--- src/rtl/serial_adder_pkg.sv ---
// Shared state encodings and sizing helper for the bit-serial adder.
package serial_adder_pkg;

   typedef enum logic [1:0] {
      ST_IDLE = 2'd0,
      ST_RUN  = 2'd1,
      ST_DONE = 2'd2
   } state_t;

   // Bit counter width: ceil(log2(w)), never less than one bit.
   function automatic int cnt_width(input int w);
      return (w <= 2) ? 1 : $clog2(w);
   endfunction

endpackage

--- src/rtl/serial_adder_fa_cell.sv ---
// 1-bit full adder: two half-adder stages with the stage carries ORed.
module fa_cell (
   input  logic a,
   input  logic b,
   input  logic cin,
   output logic s,
   output logic cout
);

   logic p;
   logic g1;
   logic g2;

   assign p    = a ^ b;
   assign g1   = a & b;
   assign s    = p ^ cin;
   assign g2   = p & cin;
   assign cout = g1 | g2;

endmodule

--- src/rtl/serial_adder.sv ---
// Bit-serial unsigned adder: LSB-first, one bit per clock, single carry flop.
//
//  state   | meaning
//  --------+---------------------------------------------------------
//  ST_IDLE | waiting for start; sum/cout hold the last result
//  ST_RUN  | adding one bit per cycle; start is ignored
//  ST_DONE | one-cycle done pulse; start here begins the next add
module serial_adder
   import serial_adder_pkg::*;
#(
   parameter int WIDTH = 8
) (
   input  logic             clk,
   input  logic             rst,
   input  logic             start,
   input  logic [WIDTH-1:0] a,
   input  logic [WIDTH-1:0] b,
   output logic             busy,
   output logic             done,
   output logic [WIDTH-1:0] sum,
   output logic             cout
);

   localparam int            CW       = cnt_width(WIDTH);
   localparam logic [CW-1:0] CNT_LAST = CW'(WIDTH - 1);

   state_t           state_q;
   state_t           state_d;
   logic             load;
   logic [CW-1:0]    cnt_q;
   logic             carry_q;
   logic [WIDTH-1:0] a_sh;
   logic [WIDTH-1:0] b_sh;
   logic [WIDTH-1:0] res_sh;
   logic [WIDTH-1:0] res_next;
   logic [WIDTH-1:0] sum_q;
   logic             cout_q;
   logic             s_bit;
   logic             c_bit;

   fa_cell u_fa (
      .a    (a_sh[0]),
      .b    (b_sh[0]),
      .cin  (carry_q),
      .s    (s_bit),
      .cout (c_bit)
   );

   // The new sum bit enters at the MSB so the word is aligned after WIDTH shifts.
   assign res_next = {s_bit, res_sh[WIDTH-1:1]};

   // Next-state decode; the unused encoding falls back to IDLE.
   always_comb begin
      state_d = state_q;
      load    = 1'b0;
      case (state_q)
         ST_IDLE: begin
            if (start) begin
               load    = 1'b1;
               state_d = ST_RUN;
            end
         end
         ST_RUN: begin
            if (cnt_q == CNT_LAST) state_d = ST_DONE;
         end
         ST_DONE: begin
            if (start) begin
               load    = 1'b1;
               state_d = ST_RUN;
            end else begin
               state_d = ST_IDLE;
            end
         end
         default: state_d = ST_IDLE;
      endcase
   end

   // State register.
   always_ff @(posedge clk) begin
      if (rst) state_q <= ST_IDLE;
      else     state_q <= state_d;
   end

   // Serial datapath: operand shifters, carry, bit counter and result capture.
   always_ff @(posedge clk) begin
      if (rst) begin
         a_sh    <= '0;
         b_sh    <= '0;
         res_sh  <= '0;
         carry_q <= 1'b0;
         cnt_q   <= '0;
         sum_q   <= '0;
         cout_q  <= 1'b0;
      end else if (load) begin
         a_sh    <= a;
         b_sh    <= b;
         carry_q <= 1'b0;
         cnt_q   <= '0;
      end else if (state_q == ST_RUN) begin
         a_sh    <= a_sh >> 1;
         b_sh    <= b_sh >> 1;
         res_sh  <= res_next;
         carry_q <= c_bit;
         cnt_q   <= cnt_q + CW'(1);
         if (cnt_q == CNT_LAST) begin
            sum_q  <= res_next;
            cout_q <= c_bit;
         end
      end
   end

   assign busy = (state_q == ST_RUN);
   assign done = (state_q == ST_DONE);
   assign sum  = sum_q;
   assign cout = cout_q;

endmodule

--- config.mk ---
export PLATFORM = sky130hd
export DESIGN_NAME = serial_adder
export DESIGN_NICKNAME = d
export VERILOG_FILES = /design/src/rtl/serial_adder_pkg.sv /design/src/rtl/serial_adder_fa_cell.sv /design/src/rtl/serial_adder.sv
export SDC_FILE = /design/constraint.sdc
export NUM_CORES = 1
export LEC_CHECK = 0
export CAP_MARGIN = 0
export CORE_UTILIZATION = 45
export CTS_CLUSTER_SIZE = 10
export DETAILED_ROUTE_END_ITERATION = 10
export PLACE_DENSITY_LB_ADDON = 0.08
export SLEW_MARGIN = 20
export SYNTH_ARGS = -nofsm -noshare
export SYNTH_HDL_FRONTEND = slang
export SYNTH_SLANG_ARGS = --single-unit
--- constraint.sdc ---
create_clock -name clk -period 1.2 [get_ports clk]
set_input_delay 0.12 -clock clk [delete_from_list [all_inputs] [get_ports clk]]
set_output_delay 0.12 -clock clk [all_outputs]
set_load 0.005 [all_outputs]
Word-level counts from Yosys, hierarchy flattened:

Cells that the tools add are included.

* input port bits: 19
* logic and storage cells: 37
* bits in registers: 39

* mux-type cells: 10
* add/subtract/negate cells: 1
* reduce and logical (&&, ||, !) cells: 7
* eq/ne operators: 5
* bitwise operators: 6

Operator list (count)
* $mux W8: 4
* $pmux W2 S3: 1
* $mux W2: 2
* $reduce_and A2 Y1: 2
* $reduce_or A2 Y1: 2
* $add A3 B1 Y3 const B: 1
* $eq A3 B3 Y1 const B: 1
* $mux W1: 3
* $reduce_and A3 Y1: 1
* $and A1 B1 Y1: 2
* $eq A2 B1 Y1 const B: 1
* $eq A2 B2 Y1 const B: 1
* $logic_not A2 Y1: 1
* $ne A2 B1 Y1 const B: 1
* $ne A2 B2 Y1 const B: 1
* $reduce_bool A2 Y1: 1
* $xor A1 B1 Y1: 2
* $not A1 Y1: 1
* $or A1 B1 Y1: 1

Depth between registers and ports, before layout:

* depth after elaboration: 5
* gate-level depth with buffers: 6
* gate-level depth less buffers: 5

Modules after synthesis:

A second synthesis with hierarchy kept.

* cells, all modules: 173
* area total of the unflattened synthesis: 1542.7 um2

By module, submodules not included
* serial_adder: cells each 172, seq. area each 760.7 um2, times used 1, area an instance 1522.7 um2
* fa_cell: cells each 1, seq. area each 0.0 um2, times used 1, area an instance 20.0 um2

Least setup slack after synthesis:

No wires, ideal clock.

* path type: reg2reg
* start: register cnt_q[0]
* end: register state_q[0]
* stages on the path, launching flop included: 6
* clock period less this slack: 1195 ps
* path buffers: 1
* path slack: 5 ps
* setup time: 128 ps
* arrival: 1067 ps
* required time: 1072 ps
* cells stage by stage: dfxtp_1 > ha_1 > ha_1 > clkbuf_1 > o21a_1 > nor2_1

* cells in the longest elaborated chain, start to end: 3

Ends and longest elaborated chain
* from (decl): RTL line serial_adder.sv:30 `logic [CW-1:0] cnt_q;`
* from (signal assigned): RTL line serial_adder.sv:104 `cnt_q <= cnt_q + CW'(1);`
* $eq A3 B3 Y1: RTL line serial_adder.sv:64 `if (cnt_q == CNT_LAST) state_d = ST_DONE;`
* $ne A2 B1 Y1 (no line)
* $reduce_and A2 Y1 (no line)
* to (signal assigned): RTL line serial_adder.sv:81 `else state_q <= state_d;`
* to (decl): RTL line serial_adder.sv:27 `state_t state_q;`

No other way between the ends.
A chain may end at the register's enable or synchronous reset.

Worst setup path in the final report:

* start: register a_sh[0]
* end: register sum_q[7], in the netlist sum[7]

* cells in the longest elaborated chain, start to end: 2

Ends and longest elaborated chain
* from (decl): RTL line serial_adder.sv:32 `logic [WIDTH-1:0] a_sh;`
* from (signal assigned): RTL line serial_adder.sv:100 `a_sh <= a_sh >> 1;`
* $xor A1 B1 Y1: RTL line serial_adder_fa_cell.sv:14 `assign p = a ^ b;`
* $xor A1 B1 Y1: RTL line serial_adder_fa_cell.sv:16 `assign s = p ^ cin;`
* named net s_bit: RTL line serial_adder.sv:38 `logic s_bit;`
* to (signal assigned): RTL line serial_adder.sv:106 `sum_q <= res_next;`
* to (decl): RTL line serial_adder.sv:36 `logic [WIDTH-1:0] sum_q;`

The timed path passes the listed nets, and every way through them passes these cells.

==> impl_metrics.ini <==
[outcome]
status = complete, but fails checks
violations = setup timing

[sta]
finalCriticalPeriod_ps = 1200
finClkSkew_ps = 9.34
tightest_slew_ps = 227
worst_slack_ps = -2.01
slew_violations = 0
fmax_ghz = 0.832
setup_viol = 1
fin_hold_ws_ps = 340
relSlewSlack_pct = 84.7
hold_viol_final = 0
rsz0062_at_grt = yes
finalCritPeriodShare_pct = 100

[synth]
synth_mux_area_share_pct = 2.63
synth_top_family_by_area = simple AND/OR/NAND/NOR gates
synth_xor_area_share_pct = 0.574
synth-simple-area-share_pct = 23.0
synth.avg_cell_area_um2 = 8.87
ys_seq_elements = 38
synth_compound_area_share_pct = 13.7
synth_area_mm2 = 0.00153
synth_area_leaders = dfxtp_1, nand2_1, a21oi_1
synth_cell_types = 25
yosysWarnings = 0
yosys.area_share.adder_pct = 2.95
ys_seq_area_share_pct = 49.9
syn_inst = 172
synth_top_cell_by_area = dfxtp_1
synth_top_area_share_pct = 49.9
syn-num-nets = 194

[layout]
finalNonFillerCells = 259
final_nets = 236
layout-drive-gt1-share_pct = 34.9
n_antenna_cell = 0
nFillCells = 274
area.growth.synth_to_final_pct = 43.4
final_cell_mix = nand2_1, dfxtp_1, nor3_1
postLayoutCellArea_mm2 = 0.00219

[worst_hold_path]
hold_start = a[7]
min_to = a_sh[7]
min_path_type = input pin to flop
hold_depth = 3

[critical_path]
start_kind = flop
regToRegSetupSlack_ps = -2
crit_chain = fa_1, nand3_2, a21oi_2
worst_path_largest_cell_delay_ps = 590
criticalPathCategory = flop to flop
worst-path-max-fanout = 2
critPathArrivalTime_ps = 1480
cp_data_required_time_ps = 1470
slowest_stage = fa_1
ff2ff_path_depth = 3
r2r-start = a_sh[0]
endpoint_kind = flop
r2r-end = sum[7]

[grt]
grt_remaining_overflow = 0
grt_max_degree = 39
antenna_found_initial = 0
grt_pass1_wl_um = 5440
grt_pass1_vias = 1257
track_usage_pct = 20.5

[die]
die-area_mm2 = 0.00363
rows = 20
initial_utilization_pct = 48.8
core-area_mm2 = 0.00313
fp.dieW_um = 60.2
num_io_pins = 30
die_h_um = 60.2

[clock_tree]
htreeDepth = 2
cts_buffers = 5
cts_sinks = 38
clk_latency_ps = 340
cts_tree = built
root_buffer = clkbuf_4
clkTransAtPathRegs_ps = 120
clockBufferDepth = 2
cts_hold_buffers = 0

[placed_design]
dpl.hpwl_um = 2090
dpl_worst_slack_ps = -107
place_inst = 244
gp_congestion = 0.738
dpl_cell_area_mm2 = 0.00191
io_buffer_count = 29

[power]
p_seq_share_pct = 54.8
leakagePower_nw = 0.817
comb_power_share_pct = 16.7
internal_power_w = 0.00182
switching_share_pct = 26.6
power_switching_w = 0.000660
clockPowerShare_pct = 28.5
power.density_mw_per_mm2 = 1130
ir_worst_vdd_v = 0.000696

[route]
drc = 0
dr.pass1.iters = 4
wl_per_cell_um = 14.2
via_count = 1351
vias_per_cell = 5.22
drt_iter0_markers = 63
wl_um = 3670
antenna_left = 0

[job]
drv_cap = 0
[cell usage after synthesis (all sizes together)]
cell	number
dfxtp	38
nand2	32
nor3	21
a21oi	19
buf	13
nand3	12
o22ai	8
nor2	6
a311oi	4
mux2i	4
a22oi	2
clkbuf	2
ha	2
nand2b	2
nor2b	2
fa	1
inv	1
nand3b	1
o21a	1
xnor2	1
[routing by layer]
metal	routed length [um]	part of all wire [%]	vias to the layer above	GRT usage, %
li1	-	-	682	-
met1	1730	47	641	25.6
met2	1760	48	22	33.3
met3	114	3.1	6	6.49
met4	63	1.7	0	6.98
met5	0	0	-	0
[cell type report]
cell class / count / area (um2) / area share, %
repair buffers: 50 / 503 / 23.0
clock buffers: 6 / 51.3 / 2.35
clock inverters: 2 / 12.5 / 0.572
multi-input cells: 118 / 774 / 35.4
inverters: 1 / 11.3 / 0.515
well taps: 44 / 55.1 / 2.52
flip-flops and latches: 38 / 779 / 35.6
[cell families (layout without fill, tap and decap cells)]
family,count (synthesis),in the layout
simple gates,76,76
flops,38,38
compound gates,34,34
buf+inv,16,59
mux,4,4
fa+ha+maj,3,3
xor+xnor,1,1
[through the flow]
step	util, %	TNS [ps]	total power [W]
after global placement	61.2	-552	0.00172
after floorplan	-	0	0.00160
after detailed placement	61.2	-904	0.00173
after global routing	69.9	-645	0.00261
final	69.9	-2.01	0.00248
after CTS	67.1	-173	0.00243
[power groups by stage]
stage	logic (W)	clock network, W	registers (W)
floorplan	0.000230	0	0.00137
global placement	0.000345	0	0.00138
detailed placement	0.000352	0	0.00138
CTS	0.000359	0.000716	0.00135
global route	0.000450	0.000790	0.00137
finish	0.000413	0.000707	0.00136
[worst max path at each step]
stage	from	to	slack [ps]	cells past startpoint
after global placement	start	b_sh[7]	-100	5
final	a_sh[0]	sum[7]	-2	3
after detailed placement	start	b_sh[7]	-110	5
after CTS	cnt_q[0]	sum[0]	-50	7
after floorplan	cnt_q[0]	state_q[0]	5	5
after global routing	state_q[0]	b_sh[0]	-70	5
[worst max-delay path, delay by kind of cell, from the launching register on]
family / cells / cell delay, ps
compound gates: 1 / 120
flops: 1 / 360
fa+ha+maj: 1 / 590
simple gates: 1 / 80
[registers in the layout, indices dropped and copies added (netlist names)]
signal / cells
cnt_q: 3
carry_q: 1
state_q: 2
a_sh: 8
sum: 8
res_sh: 7
b_sh: 8
cout: 1
[what timing repair did]
| item | 4_1_cts | 5_1_grt |
|---|---|---|
| cloned | 1 | 3 |
| pin swaps | 14 | 10 |
| resized for setup | 46 | 28 |
| setup endpoints to repair | 34 | 34 |
| buffers inserted | 4 | 1 |
Note: power is estimated with default switching activity, not from simulation.
